## src/rtl/w_req_pkg.sv

```systemverilog
// Shared types and helpers for the multi-channel write-request arbiter.
package w_req_pkg;

  typedef enum logic [1:0] {IDLE, ADDR, DATA} w_arb_state_t;

  // Index width that stays at least one bit, so a single-channel build still has a grant_id port.
  function automatic int clog2_min1(input int n);
    return (n <= 1) ? 1 : $clog2(n);
  endfunction

endpackage

```

## src/rtl/rr_arbiter.sv

```systemverilog
// Combinational round-robin picker: lowest requesting index at or above ptr wins, else wraps to 0.
module rr_arbiter
  import w_req_pkg::*;
#(
  parameter int N    = 2,
  parameter int ID_W = clog2_min1(N)
) (
  input  logic [N-1:0]    req,
  input  logic [ID_W-1:0] ptr,
  output logic [N-1:0]    gnt,
  output logic [ID_W-1:0] idx,
  output logic            vld
);

  always_comb begin
    // NOTE: every output gets a default before the search, so no path leaves one unassigned (no latch).
    gnt = '0;
    idx = '0;
    vld = 1'b0;
    for (int c = 0; c < N; c++) begin
      if (!vld && req[c] && (c >= int'(ptr))) begin
        vld    = 1'b1;
        gnt[c] = 1'b1;
        idx    = ID_W'(c);
      end
    end
    // Second pass only runs when nothing at or above ptr was requesting.
    for (int c = 0; c < N; c++) begin
      if (!vld && req[c]) begin
        vld    = 1'b1;
        gnt[c] = 1'b1;
        idx    = ID_W'(c);
      end
    end
  end

endmodule

```

## src/rtl/w_req_arb.sv

```systemverilog
// Multi-channel write-request arbiter: grants one AW/W FIFO pair at a time, pops its AW head,
// streams len+1 W beats, and (with LOOKAHEAD) re-grants during the last beat for back-to-back bursts.
module w_req_arb
  import w_req_pkg::*;
#(
  parameter int NUM_CH    = 2,
  parameter int LEN_W     = 8,
  parameter int LOOKAHEAD = 1
) (
  input  logic                          clk,
  input  logic                          rst_n,
  input  logic [NUM_CH-1:0]             aw_empty,
  input  logic [NUM_CH-1:0]             aw_al_empty,
  input  logic [NUM_CH-1:0]             w_empty,
  input  logic [NUM_CH-1:0]             w_al_empty,
  input  logic [NUM_CH*LEN_W-1:0]       aw_len,
  input  logic                          b_full,
  input  logic                          b_al_full,
  input  logic                          w_ready,
  output logic [NUM_CH-1:0]             w_req,
  output logic                          grant_vld,
  output logic [clog2_min1(NUM_CH)-1:0] grant_id,
  output logic [NUM_CH-1:0]             aw_pop,
  output logic [NUM_CH-1:0]             w_pop,
  output logic                          w_last,
  output logic [LEN_W-1:0]              beat_cnt
);

  localparam int ID_W = clog2_min1(NUM_CH);
  localparam logic [ID_W-1:0] LAST_ID = ID_W'(NUM_CH - 1);

  w_arb_state_t      state, state_nxt;
  logic [ID_W-1:0]   grant_nxt, ptr, ptr_nxt, ptr_after, arb_ptr, arb_idx;
  logic [NUM_CH-1:0] grant_oh, oh_nxt, arb_gnt;
  logic              arb_vld;
  logic [LEN_W-1:0]  len;
  logic [LEN_W-1:0]  len_arr [NUM_CH];
  logic              in_data, pop_any, at_last, last_pop, look;

  for (genvar i = 0; i < NUM_CH; i++) begin : g_len
    assign len_arr[i] = aw_len[i*LEN_W +: LEN_W];
  end

  assign in_data   = (state == DATA);
  assign pop_any   = in_data & w_ready & ~w_empty[grant_id];
  assign at_last   = (beat_cnt == len);
  assign last_pop  = pop_any & at_last;
  assign look      = (LOOKAHEAD != 0) && last_pop;
  assign ptr_after = (grant_id == LAST_ID) ? '0 : grant_id + ID_W'(1);
  // During a last beat the next search already starts past the releasing channel.
  assign arb_ptr   = in_data ? ptr_after : ptr;

  assign grant_vld = (state != IDLE);
  assign w_last    = in_data & at_last;
  assign aw_pop    = (state == ADDR) ? grant_oh : '0;
  assign w_pop     = pop_any ? grant_oh : '0;

  // In lookahead the releasing channel must still hold an entry after this pop, and the B FIFO
  // must keep room for the response of the burst now completing.
  always_comb begin
    w_req = '0;
    for (int i = 0; i < NUM_CH; i++) begin
      if (look) begin
        w_req[i] = ~b_al_full & ((i == int'(grant_id)) ? (~aw_al_empty[i] & ~w_al_empty[i])
                                                       : (~aw_empty[i] & ~w_empty[i]));
      end else begin
        w_req[i] = ~aw_empty[i] & ~w_empty[i] & ~b_full;
      end
    end
  end

  rr_arbiter #(.N(NUM_CH), .ID_W(ID_W)) u_rr (
    .req (w_req),
    .ptr (arb_ptr),
    .gnt (arb_gnt),
    .idx (arb_idx),
    .vld (arb_vld)
  );

  always_comb begin
    state_nxt = state;
    grant_nxt = grant_id;
    oh_nxt    = grant_oh;
    ptr_nxt   = ptr;
    unique case (state)
      IDLE: begin
        if (arb_vld) begin
          grant_nxt = arb_idx;
          oh_nxt    = arb_gnt;
          state_nxt = ADDR;
        end
      end
      ADDR: state_nxt = DATA;
      DATA: begin
        if (last_pop) begin
          ptr_nxt = ptr_after;
          if ((LOOKAHEAD != 0) && arb_vld) begin
            grant_nxt = arb_idx;
            oh_nxt    = arb_gnt;
            state_nxt = ADDR;
          end else begin
            state_nxt = IDLE;
          end
        end
      end
      default: state_nxt = IDLE;
    endcase
  end

  // NOTE: every register, len included, has an async reset so an aborted burst leaves nothing behind.
  always_ff @(posedge clk or negedge rst_n) begin
    if (!rst_n) begin
      state    <= IDLE;
      grant_id <= '0;
      grant_oh <= '0;
      ptr      <= '0;
      len      <= '0;
      beat_cnt <= '0;
    end else begin
      // NOTE: non-blocking throughout, so every register samples pre-edge values.
      state    <= state_nxt;
      grant_id <= grant_nxt;
      grant_oh <= oh_nxt;
      ptr      <= ptr_nxt;
      if (state == ADDR) begin
        len      <= len_arr[grant_id];
        beat_cnt <= '0;
      end else if (pop_any && !at_last) begin
        // Held on the final beat, so a max-length burst never wraps.
        beat_cnt <= beat_cnt + LEN_W'(1);
      end
    end
  end

endmodule
```

## config.mk

```make
export PLATFORM = sky130hd
export DESIGN_NAME = w_req_arb
export DESIGN_NICKNAME = d
export VERILOG_FILES = /design/src/rtl/w_req_pkg.sv /design/src/rtl/rr_arbiter.sv /design/src/rtl/w_req_arb.sv
export SDC_FILE = /design/constraint.sdc
export NUM_CORES = 1
export LEC_CHECK = 0
export CORE_MARGIN = 5
export CORE_UTILIZATION = 51
export CTS_BUF_LIST = sky130_fd_sc_hd__clkbuf_4
export DETAILED_ROUTE_END_ITERATION = 10
export PLACE_DENSITY = 0.95
export SYNTH_ARGS = -nofsm -noshare
export SYNTH_HDL_FRONTEND = slang
export SYNTH_HIERARCHICAL = 1
export SYNTH_SLANG_ARGS = --single-unit
```

## constraint.sdc

```tcl
create_clock -name clk -period 5.14 [get_ports clk]
set_input_delay 0.771 -clock clk [delete_from_list [all_inputs] [get_ports clk]]
set_output_delay 0.771 -clock clk [all_outputs]
set_load 0.03 [all_outputs]
```

==> run metrics, run 1 <==
status=completed; total gr overflow=0; Tot Pwr=0.9563 mW; Max Cap Viol=0; I/O pins=46; leakage=0.8537 nW; WP data arrival=3.06 ns; slowest stage delay, CP=0.68 ns; Crit-path slowest cell=clkdlybuf4s50_1; Max Freq=260.9 MHz; Synth area leaders=dfrtp_1 38%, mux2i_1 11%, o21ai_0 5.5%; WP data required=4.37 ns; Detailed Routing Iterations Pass 1=4; Crit Path Category=in -> out; worst-path cell chain=clkdlybuf4s50_1, mux2_4, nor2_1, nand3_1, mux2_2, clkdlybuf4s50_1; FP Rows=19; CTS clock-pin slew for the worst setup and hold paths=0.12 ns; Net count, final=236; Hold Crit Class=reg -> reg; Vias/cell=5.936; Yosys top cell by area=dfrtp_1; first-pass GRT wire length=6175 µm; final hold viol count=0; slew margin rel.=33.62%; Syn Inst Count=168; syn_nets=198; DIE HEIGHT=63.28 µm; area added between synthesis and finish=33.19%; Routed WL=3742 µm; antenna violations before repair=0; Worst Path Buf+Inv=2; post-synth top area share=38.03%; Initial Utilization=52.95%; Clk Latency, worst-skew pair=0.33 ns; TritonCTS buffer count=3; synth warn=6; Worst path most repeated cell=clkdlybuf4s50_1; RSZ-0062 raised after global routing=false; pin count of the biggest net entering global routing=30; final setup fails=0; layout cell share with drive strength beyond 1=3.902%; critical path endpoint category=output port; Synth cell types=33; dpl hpwl=2718 µm; Horiz. Die Dim=63.28 µm; # resized after CTS=0; vias in the first global route=1317; Vias=1401; post-route ant nets=0; H-tree depth=1; WL/cell=15.86 µm; global-route usage over all layers=19.15%; port bufs=45; # DRC=0; minimum clock period=3.833 ns; Fin Setup TNS=0 ns; CTS Sinks=22; clk root buf=clkbuf_4; crit-path leading delay family=buffers and inverters; # hold bufs at CTS=0; Post-CTS Setup Bufs=0; Seq/Total Area, Yosys=38.03%; Fin Clk Skew=0.01063 ns; Worst setup SP type=input port; worst-margin pin slew=0.9957 ns; antenna diode count=0; GP Congestion=0.8311; CTS tree=done; Mapped Avg Cell Area=8.617 µm²; Post-Synthesis Cell Area=0.001448 mm²; period utilization=74.57%; Yosys reg bits=22; DIE AREA=0.004004 mm²; Min Hold Slack=0.5234 ns; pwr/cell area=496.0 mW/mm²; CTS Buffer Depth=2; worst vdd ir=0.3283 mV; first-iteration detailed-routing DRC count=121; Final Max Tran Viols=0; CP max FO=6; core area=0.002734 mm²
worst register-to-register path, cell delays in order (launching register included):
cell and delay (ns):
dfrtp_1 0.84, mux2_4 0.38, nor2_1 0.31, nand3_1 0.22, mux2_2 0.36, or2_1 0.23, nand2b_1 0.29, nor3_1 0.09
a221oi_1 0.28, nand3_1 0.12
where the power goes:
part           switching, mW  internal (mW)  total (mW)
Sequential             0.105          0.241       0.345
Combinational          0.266          0.207       0.473
Clock                 0.0592         0.0790       0.138
Total                  0.430          0.526       0.956
metrics by stage:
step / setup WS, ns / util [%] / area, µm² / std cells
6_report: 1.307 / 70.53 / 1928 / 236
3_3_place_gp: 1.406 / 68.60 / 1876 / 232
4_1_cts: 1.313 / 70.53 / 1928 / 236
3_5_place_dp: 1.325 / 68.60 / 1876 / 232
2_1_floorplan: 2.227 / - / 1448 / 168
5_1_grt: 1.098 / 70.53 / 1928 / 236
final timing paths:
path / start / end / slack, ns / cells after the start
min in group asynchronous: rst_n / len[6] / 0.96 / 1
worst min-delay path: len[3] / len[3] / 0.52 / 2
max in group asynchronous: rst_n / grant_oh[1] / 3.59 / 1
worst max-delay path: w_empty[0] / w_req[1] / 1.31 / 6
worst min register to register: len[3] / len[3] / 0.52 / 2
worst max register to register: grant_id / grant_id / 1.93 / 9
synthesized netlist by cell type:
| library cell | instances |
|---|---|
| dfrtp_1 | 22 |
| nand2_1 | 18 |
| mux2i_1 | 16 |
| o21ai_0 | 16 |
| nor2_1 | 12 |
| nor3_1 | 9 |
| xnor2_1 | 8 |
| clkbuf_1 | 7 |
| inv_1 | 7 |
| nand3_1 | 7 |
| nand2b_1 | 5 |
| nand4_1 | 5 |
| a21boi_1 | 3 |
| a21oi_1 | 3 |
| a221oi_1 | 3 |
| and2_1 | 3 |
| o211ai_1 | 3 |
| and4_1 | 2 |
| buf_1 | 2 |
| buf_6 | 2 |
| mux2_2 | 2 |
| or2_1 | 2 |
| a211o_1 | 1 |
| a211oi_1 | 1 |
| and3_1 | 1 |
| buf_2 | 1 |
| ha_1 | 1 |
| mux2_4 | 1 |
| nand3b_1 | 1 |
| nor4_1 | 1 |
| nor4b_1 | 1 |
| o31ai_1 | 1 |
| or2_2 | 1 |
state kept, by name, summed over array words and instances (netlist names):
signal    flops
beat_cnt      8
grant_id      1
grant_oh      2
len           8
ptr           1
state         2
placed cells by master, fill, tap and decap left out, drive strengths merged, types with 5 or more instances in the layout:
cell / netlist / layout
clkdlybuf4s50: 0 / 45
dfrtp: 22 / 22
nand2: 18 / 18
o21ai: 16 / 16
mux2i: 16 / 16
nor2: 12 / 12
nor3: 9 / 9
xnor2: 8 / 8
inv: 7 / 7
nand3: 7 / 7
nand2b: 5 / 5
nand4: 5 / 5
layer usage:
metal  share of wire (%)  vias up  GRT usage, %  wire [µm]
li1                    -      666             -          -
met1                  41      665         23.71       1537
met2                  51       57         33.46       1921
met3                 4.9       13         2.842        185
met4                 2.6        0         7.013         97
met5                   0        -             0          0
kinds of logic (layout without fill, tap and decap cells):
logic type / Yosys count / in the layout / share of synthesized area (%)
flops: 22 / 22 / 38.03
xor+xnor: 8 / 8 / 4.840
mux: 19 / 19 / 13.66
compound gates: 31 / 31 / 13.14
fa+ha+maj: 1 / 1 / 0.8642
simple gates: 68 / 68 / 23.42
buf+inv: 19 / 56 / 6.051
area by class of cell:
type	count	area (µm²)
clock inverters	1	30.03
inverters	7	26.28
well taps	31	38.79
fillers	191	805.8
multi-input cells	127	809.5
clock buffers	3	22.52
flip-flops and latches	22	550.5
repair buffers	45	450.4
Note: power is estimated with default switching activity, not from simulation.
==> inputs of run 2 (changes only) <==
--- a/config.mk
+++ b/config.mk
@@ -6,10 +6,10 @@
 export NUM_CORES = 1
 export LEC_CHECK = 0
 export CORE_MARGIN = 5
-export CORE_UTILIZATION = 51
+export CORE_UTILIZATION = 48
 export CTS_BUF_LIST = sky130_fd_sc_hd__clkbuf_4
 export DETAILED_ROUTE_END_ITERATION = 10
-export PLACE_DENSITY = 0.95
+export PLACE_DENSITY = 0.93
 export SYNTH_ARGS = -nofsm -noshare
 export SYNTH_HDL_FRONTEND = slang
 export SYNTH_HIERARCHICAL = 1
==> constraint.sdc (replaced) <==
create_clock -name clk -period 3.9 [get_ports clk]
set_input_delay 0.585 -clock clk [delete_from_list [all_inputs] [get_ports clk]]
set_output_delay 0.585 -clock clk [all_outputs]
set_load 0.03 [all_outputs]
==> run 2 against run 1 <==
Against the previous run: sequential power is 24% higher; die area is 5.3% higher; hold slack worse by 0.0077 ns; sequential share of layout area is 0.24 points higher; cell count is 1.3% higher.
==> run metrics, run 2 (synthesis gave the netlist of run 1 again) <==
status=completed; min-delay src=len[5]; largest registers=beat_cnt (8), len (8); Crit-path slowest cell=clkdlybuf4s50_1; Clk Latency, worst-skew pair=0.31 ns (-0.02 ns); Crit Path Category=in -> out; commonest non-fill, non-tap cell in the layout=clkdlybuf4s50_1; Initial Utilization=48.61% (-4.3 points); Crit. Startpoint=w_empty[0]; RSZ-0062 raised after global routing=false; pin count of the biggest net entering global routing=30 (unchanged); global-route usage over all layers=17.45% (-1.7 points); final hold viol count=0 (unchanged); Post-Route M1 WL=1437 µm (-6.5%); Hold Crit Class=reg -> reg; H-tree depth=1 (unchanged); placed insts=235 (+1.3%); CP max FO=6 (unchanged); period utilization=88.15%; Max Cap Viol=0 (unchanged); fill count=252 (+32%); Worst Path Buf+Inv=2 (unchanged); Reg area=550.5 µm² (unchanged); Finished Core Util=64.20% (-6.3 points); combinational power share=54.5% (+5.1 points); clock network power share=9.2% (-5.3 points); # resized after CTS=0 (unchanged); dpl hpwl=2612 µm (-3.9%); worst-margin pin slew=0.9841 ns (-0.01158 ns); Int Power=0.6328 mW (+20%); commonest non-fill, non-tap cells in the layout=45 x clkdlybuf4s50_1, 22 x dfrtp_1, 18 x nand2_1; worst vdd ir=0.3706 mV (+13%); DIE HEIGHT=64.92 µm (+2.6%); antenna violations before repair=0 (unchanged); Final Cell Area=0.001912 mm² (-0.84%); WL/cell=14.41 µm (-9.1%); worst-path cell chain=clkdlybuf4s50_1, mux2_4, nor2_1, nand3_1, mux2_2, clkdlybuf4s50_1; Vias=1352 (-3.5%); Reg power frac=36.3% (+0.2 points); slowest stage delay, CP=0.68 ns (about the same); area added between synthesis and finish=32.07%; Horiz. Die Dim=64.92 µm (+2.6%); slew margin rel.=34.19% (+0.57 points); worst reg2reg path startpoint=state[1]; Final Max Tran Viols=0 (unchanged); leakage=0.8454 nW (-0.96%); minimum clock period=3.438 ns; Detailed Routing Iterations Pass 1=4 (unchanged); Tot Pwr=1.180 mW (+23%); CTS clock-pin slew for the worst setup and hold paths=0.13 ns (about the same); total gr overflow=0 (unchanged); DR top layer=met4; TritonCTS buffer count=3 (unchanged); Worst setup SP type=input port; crit-path leading delay family=buffers and inverters; Routed WL=3444 µm (-8.0%); clk root buf=clkbuf_4; CTS Buffer Depth=2 (unchanged); Worst path most repeated cell=clkdlybuf4s50_1; WP data required=3.31 ns (-1.06 ns); antenna diode count=0 (unchanged); DIE AREA=0.004214 mm² (+5.3%); vias in the first global route=1285 (-2.4%); Fin Clk Skew=0.001767 ns (-0.008865 ns); met2 routed WL=1742 µm (-9.3%); I/O pins=46 (unchanged); post-route ant nets=0 (unchanged); FP Rows=20 (+1); post-place instance area=0.001886 mm² (+0.53%); CTS Sinks=22 (unchanged); multi-input logic area=809.5 µm² (unchanged); DR WL met3=217 µm (+17%); final setup fails=0 (unchanged); Max Freq=290.9 MHz; Net count, final=237 (+0.42%); fin cells=239 (+1.3%); CTS tree=done; first-iteration detailed-routing DRC count=72 (-40%); Post-CTS Setup Bufs=0 (unchanged); core area=0.002978 mm² (+8.9%); NetSw=0.5474 mW (+27%); Vias/cell=5.657 (-4.7%); WP data arrival=2.85 ns (-0.21 ns); first-pass GRT wire length=5823 µm (-5.7%); Fin Setup TNS=0 ns (unchanged); # hold bufs at CTS=0 (unchanged); port bufs=45 (unchanged); critical path endpoint category=output port; Sw Share=46.38% (+1.4 points); pwr/cell area=617.4 mW/mm² (+24%); # DRC=0 (unchanged); GP Congestion=0.8222 (-1.1%); layout cell share with drive strength beyond 1=3.883% (-0.019 points)
-- run 2: changes by cell type in the layout (fill, tap and decap cells not counted), sizes merged --
cell and change:
buf +1, bufinv -1, clkinv +1
-- run 2: stage by stage --
step / hold slack, ns / setup slack (ns)
after floorplan: 0.2894 / 1.045
after global placement: 0.4842 / 0.5318
after detailed placement: 0.4914 / 0.4762
after CTS: 0.5197 / 0.4750
after global routing: 0.5277 / 0.3031
final: 0.5157 / 0.4623
-- run 2: worst reg2reg max path, cell delays in order, from the launching register on --
cell	delay [ns]
dfrtp_1	0.55
nand3b_1	0.19
nor2_1	0.31
nand3_1	0.22
mux2_2	0.35
or2_1	0.25
nand2b_1	0.29
nor3_1	0.09
a221oi_1	0.24
nand3_1	0.12
-- run 2: final timing paths --
| check | to | slack [ns] | cells past startpoint |
|---|---|---|---|
| worst max register to register | grant_oh[1] | 1.18 | 9 |
| worst min register to register | len[5] | 0.52 | 2 |
| max in group asynchronous | beat_cnt[1] | 2.51 | 1 |
| min in group asynchronous | len[7] | 0.81 | 1 |
| worst max-delay path | w_req[0] | 0.46 | 6 |
| worst min-delay path | len[5] | 0.52 | 2 |
-- run 2: layer usage --
metal | up-vias | global-route usage (%)
met5 | - | 0
met2 | 51 | 29.89
met3 | 4 | 3.640
met1 | 630 | 21.24
li1 | 667 | -
met4 | 0 | 6.860
-- run 2: layout make-up --
cell class	instances	area share, %
tap	33	2.160
sequential	22	28.80
multi-input combinational	127	42.34
inverter	7	1.374
timing repair buffer	46	23.95
clock inverter	1	0.1963
clock buffer	3	1.178
-- run 2: power by group through the flow --
stage	combinational [mW]	clock, mW	sequential [mW]
global placement	0.622	0	0.425
finish	0.644	0.109	0.428
CTS	0.649	0.111	0.425
detailed placement	0.645	0	0.431
global route	0.711	0.120	0.442
floorplan	0.415	0	0.459
